[src/rtl/font_rom_arbiter_if.sv]
// Requester/ROM bundle for the font ROM arbiter: two read ports plus the shared ROM side.
// slave = arbiter view, master = requesters and ROM view.
interface font_rom_arbiter_if #(
  parameter int ADDR_W = 11,
  parameter int DATA_W = 8
);
  logic              req_a;
  logic [ADDR_W-1:0] addr_a;
  logic              gnt_a;
  logic              valid_a;
  logic [DATA_W-1:0] data_a;

  logic              req_b;
  logic [ADDR_W-1:0] addr_b;
  logic              gnt_b;
  logic              valid_b;
  logic [DATA_W-1:0] data_b;

  logic [ADDR_W-1:0] rom_addr;
  logic [DATA_W-1:0] rom_data;

  modport slave (
    input  req_a, addr_a, req_b, addr_b, rom_data,
    output gnt_a, valid_a, data_a, gnt_b, valid_b, data_b, rom_addr
  );

  modport master (
    output req_a, addr_a, req_b, addr_b, rom_data,
    input  gnt_a, valid_a, data_a, gnt_b, valid_b, data_b, rom_addr
  );
endinterface

[src/rtl/font_rom_arbiter.sv]
// Shares one font ROM between ports A and B; one grant per cycle, row returned ROM_LAT+2 cycles
// after grant. No backpressure on returns: a requester simply holds req until gnt.
module font_rom_arbiter #(
  parameter int ADDR_W  = 11,
  parameter int DATA_W  = 8,
  parameter int ROM_LAT = 1,
  parameter int RR_EN   = 1
) (
  input  logic                 clk,
  input  logic                 rst,
  font_rom_arbiter_if.slave    bus
);

  localparam logic [0:0] PTR_A = 1'b0;
  localparam logic [0:0] PTR_B = 1'b1;

  logic [0:0]             rr_ptr_q, rr_ptr_d;
  logic                   gnt_a, gnt_b;
  logic [ADDR_W-1:0]      rom_addr_q;
  logic [ROM_LAT:0][1:0]  tag_q;
  logic                   valid_a_q, valid_b_q;
  logic [DATA_W-1:0]      data_a_q, data_b_q;

  always_comb begin
    gnt_a    = 1'b0;
    gnt_b    = 1'b0;
    rr_ptr_d = rr_ptr_q;
    if (!rst) begin
      if (bus.req_a && bus.req_b) begin
        if (RR_EN == 0 || rr_ptr_q == PTR_A) gnt_a = 1'b1;
        else                                 gnt_b = 1'b1;
      end else begin
        gnt_a = bus.req_a;
        gnt_b = bus.req_b;
      end
    end
    if (gnt_a)      rr_ptr_d = PTR_B;
    else if (gnt_b) rr_ptr_d = PTR_A;
  end

  // tag_q[k] travels alongside the access; stage ROM_LAT lines up with rom_data.
  always_ff @(posedge clk) begin
    if (rst) begin
      rr_ptr_q   <= PTR_A;
      rom_addr_q <= '0;
      tag_q      <= '0;
      valid_a_q  <= 1'b0;
      valid_b_q  <= 1'b0;
      data_a_q   <= '0;
      data_b_q   <= '0;
    end else begin
      rr_ptr_q <= rr_ptr_d;
      if (gnt_a)      rom_addr_q <= bus.addr_a;
      else if (gnt_b) rom_addr_q <= bus.addr_b;
      tag_q     <= {tag_q[ROM_LAT-1:0], {gnt_a, gnt_b}};
      valid_a_q <= tag_q[ROM_LAT][1];
      valid_b_q <= tag_q[ROM_LAT][0];
      if (tag_q[ROM_LAT][1]) data_a_q <= bus.rom_data;
      if (tag_q[ROM_LAT][0]) data_b_q <= bus.rom_data;
    end
  end

  assign bus.gnt_a    = gnt_a;
  assign bus.gnt_b    = gnt_b;
  assign bus.rom_addr = rom_addr_q;
  assign bus.valid_a  = valid_a_q;
  assign bus.valid_b  = valid_b_q;
  assign bus.data_a   = data_a_q;
  assign bus.data_b   = data_b_q;

endmodule

[src/flat_wrapper.sv]
// flat-port wrapper written by rule: the top's interface ports become plain ports
module font_rom_arbiter_flat 
#(
  parameter int ADDR_W  = 11,
  parameter int DATA_W  = 8,
  parameter int ROM_LAT = 1,
  parameter int RR_EN   = 1
)
  (clk, rst, bus_req_a, bus_addr_a, bus_req_b, bus_addr_b, bus_rom_data, bus_gnt_a, bus_valid_a, bus_data_a, bus_gnt_b, bus_valid_b, bus_data_b, bus_rom_addr);
  font_rom_arbiter_if #(.ADDR_W(ADDR_W), .DATA_W(DATA_W)) bus_i ();
  input  logic clk;
  input  logic rst;
  input wire logic [$bits(bus_i.req_a)-1:0] bus_req_a;
  input wire logic [$bits(bus_i.addr_a)-1:0] bus_addr_a;
  input wire logic [$bits(bus_i.req_b)-1:0] bus_req_b;
  input wire logic [$bits(bus_i.addr_b)-1:0] bus_addr_b;
  input wire logic [$bits(bus_i.rom_data)-1:0] bus_rom_data;
  output wire logic [$bits(bus_i.gnt_a)-1:0] bus_gnt_a;
  output wire logic [$bits(bus_i.valid_a)-1:0] bus_valid_a;
  output wire logic [$bits(bus_i.data_a)-1:0] bus_data_a;
  output wire logic [$bits(bus_i.gnt_b)-1:0] bus_gnt_b;
  output wire logic [$bits(bus_i.valid_b)-1:0] bus_valid_b;
  output wire logic [$bits(bus_i.data_b)-1:0] bus_data_b;
  output wire logic [$bits(bus_i.rom_addr)-1:0] bus_rom_addr;
  assign bus_i.req_a = bus_req_a;
  assign bus_i.addr_a = bus_addr_a;
  assign bus_i.req_b = bus_req_b;
  assign bus_i.addr_b = bus_addr_b;
  assign bus_i.rom_data = bus_rom_data;
  assign bus_gnt_a = bus_i.gnt_a;
  assign bus_valid_a = bus_i.valid_a;
  assign bus_data_a = bus_i.data_a;
  assign bus_gnt_b = bus_i.gnt_b;
  assign bus_valid_b = bus_i.valid_b;
  assign bus_data_b = bus_i.data_b;
  assign bus_rom_addr = bus_i.rom_addr;
  font_rom_arbiter #(.ADDR_W(ADDR_W), .DATA_W(DATA_W), .ROM_LAT(ROM_LAT), .RR_EN(RR_EN)) u_core (.clk(clk), .rst(rst), .bus(bus_i));
endmodule
[config.mk]
export PLATFORM = sky130hd
export DESIGN_NAME = font_rom_arbiter_flat
export DESIGN_NICKNAME = d
export VERILOG_FILES = /design/src/rtl/font_rom_arbiter_if.sv /design/src/rtl/font_rom_arbiter.sv /design/src/flat_wrapper.sv
export SDC_FILE = /design/constraint.sdc
export NUM_CORES = 1
export LEC_CHECK = 0
export ABC_CLOCK_PERIOD_IN_PS = 1550
export BUFFER_PORTS_ARGS = -buffer_cell sky130_fd_sc_hd__buf_2
export CAP_MARGIN = 20
export CORE_ASPECT_RATIO = 0.6
export CORE_MARGIN = 5
export CORE_UTILIZATION = 44
export CTS_CLUSTER_DIAMETER = 50
export DETAILED_ROUTE_END_ITERATION = 8
export HOLD_SLACK_MARGIN = 0.15
export PLACE_DENSITY = 0.83
export SYNTH_ARGS = -nofsm -noshare
export SYNTH_HDL_FRONTEND = slang
export SYNTH_SLANG_ARGS = --single-unit
[constraint.sdc]
create_clock -name clk -period 1.55 [get_ports clk]
set_input_delay 0.0775 -clock clk [delete_from_list [all_inputs] [get_ports clk]]
set_output_delay 0.0775 -clock clk [all_outputs]
set_load 0.01 [all_outputs]
==> results.yml, run 1 <==
timing:
  period_share: 0.895
  slew_headroom: 0.568
  fmax_mhz: 720
  finalSetupViolCount: 0
  min_period_ns: 1.39
  fin_skew_ns: 0.00232
  fin_tns_setup_ns: 0
  finalMaxSlewViolations: 0
  hold_violations: 0
  worst_slew_pin_slew_ns: 0.645
  rsz0062_at_grt: "false"
grt:
  grt_pass1_wl_um: 5970
  grt_max_degree: 27
  grtUsageTotal: 0.186
  grt_pass1_vias: 1272
  globalRoute.totalOverflow: 0
  antenna_found_initial: 0
finish:
  layout-drive-gt1-share: 0.378
  area.sequential_sq_um: 681
  fin_util: 0.681
  area_growth_pct: 48.6
  multi_input_area_sq_um: 529
  fin_nets: 242
  fillerInstances: 221
  antenna_cells: 0
clock_network:
  root_buffer: "clkbuf_8"
  htreeDepth: 2
  clk_latency_ns: 0.27
  clkTransAtPathRegs_ns: 0.07
  cts_tree: "done"
  clk_path_buf_depth: 2
  cts_sinks: 34
  cts_made_buffers: 5
  postCtsSetupBuffers: 0
worst_setup_path:
  critical_path.max_fanout: 13
  cpPeakStageDelay_ns: 0.34
  path_delay_family: "simple AND/OR/NAND/NOR gates"
  worstSetupEndpointType: "output pin"
  critPathKind: "reg2out"
  start_kind: "flip-flop"
  crit_required_ns: 1.47
  crit_arrival_ns: 1.31
  critPathBufInv: 1
  worstPathCellList: "nand2_2, and3b_4, buf_2"
  cp_slowest_cell: "dfxtp_1"
pwr:
  p_comb_frac: 0.144
  netSwitchingFraction: 0.247
  clkPwrFrac: 0.352
  p_per_area_nw_per_um2: 967
  pwr-share-seq: 0.504
  peakVddDrop_mv: 0.694
  p_int_w: 0.00142
  leakage_nw: 0.919
  p_sw_w: 0.000466
synth:
  syn_inst: 124
  synth_top_family_by_area: "compound AO/OA/AOI/OAI gates"
  yosysSeqAreaShare: 0.518
  syn_nets: 158
  synth.area.top_cells: "dfxtp_1 (52%), mux2i_1 (12%), a221o_1 (8.4%)"
  ys_warn_count: 0
  synth-xor-area-share: 0
  muxShareOfSynthArea: 0.122
  synth.top_cell.area_share: 0.518
  synth_area_sq_um: 1320
  synth_cell_types: 18
  synth_area_per_cell_sq_um: 10.6
  synth-simple-area-share: 0.116
  synth_compound_area_frac: 0.165
  synthAdderAreaFrac: 0
  ys_ff_latch: 34
  synth.largest_area_cell: "dfxtp_1"
place:
  gp_congestion: 0.684
  portBuffers: 64
  dp_hpwl_um: 2550
detailed_routing:
  via_count: 1283
  drt-initial-drc-count: 50
  drc: 0
  wire_per_inst_um: 15.1
  postRouteAntennaNets: 0
  first_pass_iters: 4
  wl_um: 3780
  viasPerCell: 5.11
worst_hold_path:
  hold_path.class: "in2reg"
floorplanning:
  placementRows: 15
  die-area_sq_um: 4220
  die_h_um: 52.3
  core_sq_um: 2870
  num_io_pins: 65
  start_util: 0.458
  die_x_um: 80.6
flow_run:
  max_cap_violations: 0
run_status:
  status: "finished clean"
## layout make-up
type | count | area share
clock inverters | 2 | 0.00640
flip-flops and latches | 34 | 0.348
well taps | 42 | 0.0269
multi-input cells | 68 | 0.271
inverters | 11 | 0.0211
repair buffers | 88 | 0.284
clock buffers | 6 | 0.0423
## logic make-up (layout without fill, tap and decap cells)
family / Yosys count / after routing
compound gates: 23 / 23
buf+inv: 22 / 107
flops: 34 / 34
mux: 16 / 16
simple gates: 29 / 29
## synthesized netlist by cell type, drive strengths merged
cell and n:
mux2i 16, nor3 1, clkbuf 4, dfxtp 34
a2111oi 11, o21ba 1, and2b 1, and3b 2
inv 11, nor3b 2, nor2 17, nand2 1
buf 7, nor2b 5, a221o 11
## power by group through the flow
stage / Combinational, W / Sequential, W / Clock (W)
finish: 0.000271 / 0.000952 / 0.000666
global route: 0.000295 / 0.000957 / 0.000726
CTS: 0.000265 / 0.000950 / 0.000674
detailed placement: 0.000220 / 0.000969 / 0
global placement: 0.000212 / 0.000966 / 0
floorplan: 0.000110 / 0.000978 / 0
## placed cells by master, fill, tap and decap left out
cell           Yosys  layout
o21ba_2            1       1
clkbuf_4           0       1
mux2i_1           16      16
nor2b_1            5       5
dfxtp_1           34      34
a221o_1           11      11
and3b_2            1       1
inv_1             11      11
buf_4              0       1
buf_2              5      64
and3b_4            1       1
and2b_2            1       1
nand2_2            1       1
dlygate4sd3_1      0      22
a2111oi_0         11      11
nor3b_1            2       2
nor3_1             1       1
clkinv_2           0       1
clkinvlp_4         0       1
nor2_1            17      17
clkbuf_8           0       6
## worst paths after layout
path,startpoint,to,slack [ns],cells after the start
setup reg to reg,u_core.rr_ptr_q,u_core.bus.rom_addr[7],0.22,3
hold / removal,bus_req_a,u_core.tag_q[1],0.26,2
hold reg to reg,u_core.tag_q[1],u_core.tag_q[3],0.44,1
setup / recovery,u_core.rr_ptr_q,bus_gnt_a,0.16,3
## metal layers
metal / up-vias / part of all wire / GRT usage
met5: - / 0 / 0
met4: 0 / 0.018 / 0.0618
met3: 6 / 0.049 / 0.0464
met2: 51 / 0.52 / 0.330
met1: 616 / 0.41 / 0.220
li1: 610 / - / -
## through the flow
step	hold WS [ns]	total power [W]	cells	setup WS [ns]	instance area [sq um]
floorplan	0.217	0.00109	124	0.378	1320
global placement	0.301	0.00118	220	0.0939	1630
detailed placement	0.303	0.00119	220	0.0443	1630
CTS	0.238	0.00189	250	0.205	1950
global route	0.260	0.00198	251	0.0961	1950
finish	0.256	0.00189	251	0.162	1950
## repair_timing
action                                  in CTS  in global routing
hold buffers                                22                  0
endpoints found under the setup margin       0                  0
hold endpoints to repair                    28                  0
resized for setup                            0                  0
## flip-flops by register name, summed over array words and instances (netlist names)
register and count:
u_core.bus.data_a 8, u_core.bus.rom_addr 11, u_core.rr_ptr_q 1, u_core.bus.data_b 8, u_core.bus.valid_b 1, u_core.tag_q 4, u_core.bus.valid_a 1
Power figures use the tool's default switching activity.
==> inputs of run 2 (changes only) <==
PLACE_DENSITY = 0.88   (was 0.83)
SKIP_CTS_REPAIR_TIMING = 1   (was unset)
==> results.yml, run 2 (synthesized netlist as in run 1, its figures left out) <==
floorplanning:
  placementRows: 15
  die-area_sq_um: 4220
  core_sq_um: 2870
  start_util: 0.458
  die_x_um: 80.6
  die_h_um: 52.3
  num_io_pins: 65
pwr:
  leakage_nw: 0.912
  peakVddDrop_mv: 0.546
  p_per_area_nw_per_um2: 967
worst_hold_path:
  hold_path.class: "in2reg"
worst_setup_path:
  start_kind: "flip-flop"
  worstPathCellList: "nand2_2, and3b_4, buf_2"
  path_delay_family: "simple AND/OR/NAND/NOR gates"
  critPathBufInv: 1
  cp_slowest_cell: "dfxtp_1"
  critical_path.max_fanout: 13
  crit_arrival_ns: 1.26
  crit_required_ns: 1.47
  critPathKind: "reg2out"
  worstSetupEndpointType: "output pin"
  cpPeakStageDelay_ns: 0.32
finish:
  final_common_cell: "buf_2"
  final_area_sq_um: 1930
  area_growth_pct: 46.6
  layout-drive-gt1-share: 0.377
  antenna_cells: 0
  final_cell_mix: "buf_2 (65), dfxtp_1 (34), dlygate4sd3_1 (20)"
  largest_reg_flops: 11
  fin_nets: 240
clock_network:
  htreeDepth: 2
  root_buffer: "clkbuf_8"
  cts_sinks: 34
  clk_path_buf_depth: 2
  clkTransAtPathRegs_ns: 0.06
  cts_made_buffers: 5
  cts_tree: "done"
  clk_latency_ns: 0.28
timing:
  rsz0062_at_grt: "false"
  hold_violations: 0
  fmax_mhz: 749
  slew_headroom: 0.641
  fin_tns_setup_ns: 0
  min_period_ns: 1.34
  period_share: 0.861
  finalMaxSlewViolations: 0
  worst_slew_pin_slew_ns: 0.524
  fin_skew_ns: 0.00522
  finalSetupViolCount: 0
detailed_routing:
  drc: 0
  drt-initial-drc-count: 78
  postRouteAntennaNets: 0
  first_pass_iters: 4
  wire_per_inst_um: 14.2
  via_count: 1247
  viasPerCell: 5.01
  wl_um: 3540
grt:
  grt_max_degree: 37
  grt_pass1_vias: 1027
  globalRoute.totalOverflow: 0
  grtUsageTotal: 0.152
  antenna_found_initial: 0
  grt_pass1_wl_um: 4670
place:
  gp_congestion: 0.800
  postPlaceCellArea_sq_um: 1630
  dp_hpwl_um: 2260
  portBuffers: 64
run_status:
  status: "finished clean"
flow_run:
  max_cap_violations: 0
## run 2: cell count changes in the layout (fill, tap and decap cells not counted)
cell / before / now
clkinvlp_4: 1 / 0
dlygate4sd3_1: 22 / 20
clkbuf_1: 0 / 1
clkbuf_4: 1 / 0
buf_2: 64 / 65
## run 2: per-stage QoR
step	util	setup slack, ns	power [W]	std cells	hold slack (ns)
after global placement	0.568	0.0530	0.00118	220	0.301
after detailed placement	0.568	0.0559	0.00119	220	0.305
after global routing	0.671	0.126	0.00196	249	0.244
after CTS	0.600	0.220	0.00184	228	0.0114
final	0.671	0.215	0.00186	249	0.240
after floorplan	-	0.378	0.00109	124	0.217
## run 2: metal layers
layer | routed length [um] | global-route usage
met5 | 0 | 0
met4 | 123 | 0.0674
met3 | 206 | 0.0515
met2 | 1760 | 0.238
met1 | 1450 | 0.190
## run 2: power by group
group          switching (W)  leakage, nW  internal (W)
combinational       0.000119        0.585      0.000143
sequential         0.0000291        0.279      0.000920
clock               0.000296       0.0482      0.000358
## run 2: worst reg2reg max path, delay by kind of cell, from the launching register on
| family | cells | cell delay (ns) |
|---|---|---|
| compound gates | 2 | 0.75 |
| flops | 1 | 0.35 |
| simple gates | 1 | 0.15 |
## run 2: cell type report
type / count / area (sq um)
Clock buffer: 7 / 86.3
Clock inverter: 1 / 5.00
Fill cell: 244 / 943
Inverter: 11 / 41.3
Multi-Input combinational cell: 68 / 529
Sequential cell: 34 / 681
Tap cell: 42 / 52.6
Timing Repair Buffer: 86 / 533
## run 2: worst paths after layout
| path | slack (ns) | end | depth (start not counted) | from |
|---|---|---|---|---|
| setup / recovery | 0.21 | bus_gnt_a | 3 | u_core.rr_ptr_q |
| hold / removal | 0.24 | u_core.tag_q[1] | 2 | bus_req_a |
| setup reg to reg | 0.25 | u_core.bus.rom_addr[9] | 3 | u_core.rr_ptr_q |
| hold reg to reg | 0.43 | u_core.tag_q[3] | 1 | u_core.tag_q[1] |
==> inputs of run 3 (changes only) <==
ABC_CLOCK_PERIOD_IN_PS = 1700   (was 1550)
CORE_UTILIZATION = 48   (was 44)
PLACE_DENSITY = 0.94   (was 0.88)
clock period = 1.7 ns   (was 1.55 ns; I/O delays follow)
==> results.yml, run 3 (synthesized netlist as in run 1, its figures left out) <==
run_status:
  status: "finished clean"
pwr:
  clkPwrFrac: 0.354
  p_per_area_nw_per_um2: 898
  pwr-share-seq: 0.505
  peakVddDrop_mv: 0.610
  p_int_w: 0.00130
  p_comb_frac: 0.141
  p_sw_w: 0.000424
  leakage_nw: 0.912
  netSwitchingFraction: 0.247
  power_w: 0.00172
detailed_routing:
  wire_per_inst_um: 16.3
  via_count: 1262
  postRouteAntennaNets: 0
  viasPerCell: 5.28
  drc: 0
  wl_um: 3890
  first_pass_iters: 4
  drt-initial-drc-count: 139
clock_network:
  cts_made_buffers: 5
  root_buffer: "clkbuf_8"
  htreeDepth: 2
  clkTransAtPathRegs_ns: 0.07
  clk_path_buf_depth: 2
  cts_tree: "done"
  cts_sinks: 34
  clk_latency_ns: 0.28
floorplanning:
  start_util: 0.514
  placementRows: 14
  die-area_sq_um: 3920
  num_io_pins: 65
  die_h_um: 50.5
  core_sq_um: 2560
  die_x_um: 77.6
finish:
  fin_nets: 240
  largest_reg_flops: 11
  fillerInstances: 160
  layout-drive-gt1-share: 0.377
  final_cell_mix: "buf_2 (65), dfxtp_1 (34), dlygate4sd3_1 (20)"
  area_growth_pct: 45.7
  antenna_cells: 0
  final_common_cell: "buf_2"
place:
  dp_hpwl_um: 2520
  gp_congestion: 0.865
  portBuffers: 64
  place_ws_ns: 0.180
grt:
  grt_pass1_wl_um: 5440
  grt_pass1_vias: 1184
  grtUsageTotal: 0.174
  grt_max_degree: 37
  globalRoute.totalOverflow: 0
  antenna_found_initial: 0
worst_setup_path:
  startpoint: "bus_req_b"
  crit_arrival_ns: 1.73
  ff2ff_setup_slack_ns: 0.40
  crit_required_ns: 1.87
  r2r_end: "u_core.bus.rom_addr[0]"
  start_kind: "input port"
  worstPathCellList: "dlygate4sd3_1, buf_2, nor2_1, a2111oi_0, a221o_1"
  critical_path.max_fanout: 11
  critPathKind: "in2reg"
  reg2reg_depth: 3
  cpPeakStageDelay_ns: 0.52
  worstSetupEndpointType: "flip-flop"
  reg2reg_from: "u_core.rr_ptr_q"
  cp_slowest_cell: "dlygate4sd3_1"
  critPathCapture: "u_core.bus.rom_addr[4]"
timing:
  rsz0062_at_grt: "false"
  setup_ws_ns: 0.142
  finalSetupViolCount: 0
  fin_tns_setup_ns: 0
  min_period_ns: 1.56
  period_share: 0.916
  worst_slew_pin_slew_ns: 0.604
  fmax_mhz: 642
  finalMaxSlewViolations: 0
  fin_skew_ns: 0.00591
  hold_violations: 0
  hold-worst-slack_ns: 0.254
  slew_headroom: 0.596
flow_run:
  max_cap_violations: 0
worst_hold_path:
  hold_depth: 2
  hold_path.class: "in2reg"
==> run 3: final cells by class <==
| type | count | area (sq um) | share of cell area |
|---|---|---|---|
| multi-input combinational | 68 | 529 | 0.276 |
| timing repair buffer | 86 | 533 | 0.278 |
| inverter | 11 | 41.3 | 0.0216 |
| clock inverter | 1 | 5.00 | 0.00261 |
| clock buffer | 7 | 86.3 | 0.0451 |
| tap | 32 | 40.0 | 0.0209 |
| sequential | 34 | 681 | 0.355 |
==> run 3: metal layers <==
| metal | part of all wire | global-route usage | vias up |
|---|---|---|---|
| met4 | 0.018 | 0.0714 | 0 |
| li1 | - | - | 605 |
| met2 | 0.52 | 0.309 | 52 |
| met3 | 0.055 | 0.0554 | 8 |
| met1 | 0.40 | 0.197 | 597 |
| met5 | 0 | 0 | - |
==> run 3: power by group through the flow <==
stage | clock network [W] | registers, W | logic [W]
floorplan | 0 | 0.000892 | 0.0000999
global placement | 0 | 0.000881 | 0.000192
detailed placement | 0 | 0.000883 | 0.000202
CTS | 0.000604 | 0.000866 | 0.000204
global route | 0.000654 | 0.000872 | 0.000265
finish | 0.000609 | 0.000868 | 0.000243
==> run 3: metrics by stage <==
stage                     std cells  area (sq um)   util
after floorplan                 124          1320      -
after global placement          210          1620  0.633
after detailed placement        210          1620  0.633
after CTS                       218          1710  0.669
after global routing            239          1920  0.749
final                           239          1920  0.749
==> run 3: how the worst min path moves through the flow <==
| stage | startpoint | to | slack, ns |
|---|---|---|---|
| after floorplan | bus_addr_a[0] | u_core.bus.rom_addr[0] | 0.22 |
| after CTS | bus_addr_a[3] | u_core.bus.rom_addr[3] | 0.02 |
| after global routing | bus_req_a | u_core.tag_q[1] | 0.26 |
| final | bus_req_a | u_core.tag_q[1] | 0.25 |
| after global placement | bus_addr_a[3] | u_core.bus.rom_addr[3] | 0.31 |
| after detailed placement | bus_addr_a[8] | u_core.bus.rom_addr[8] | 0.32 |
==> run 3: critical path: cells and delay by family <==
kind                   cells  cell delay [ns]
buffers and inverters      2             0.67
AOI/OAI and AO/OA          2             0.48
and+or+nand+nor            1             0.49
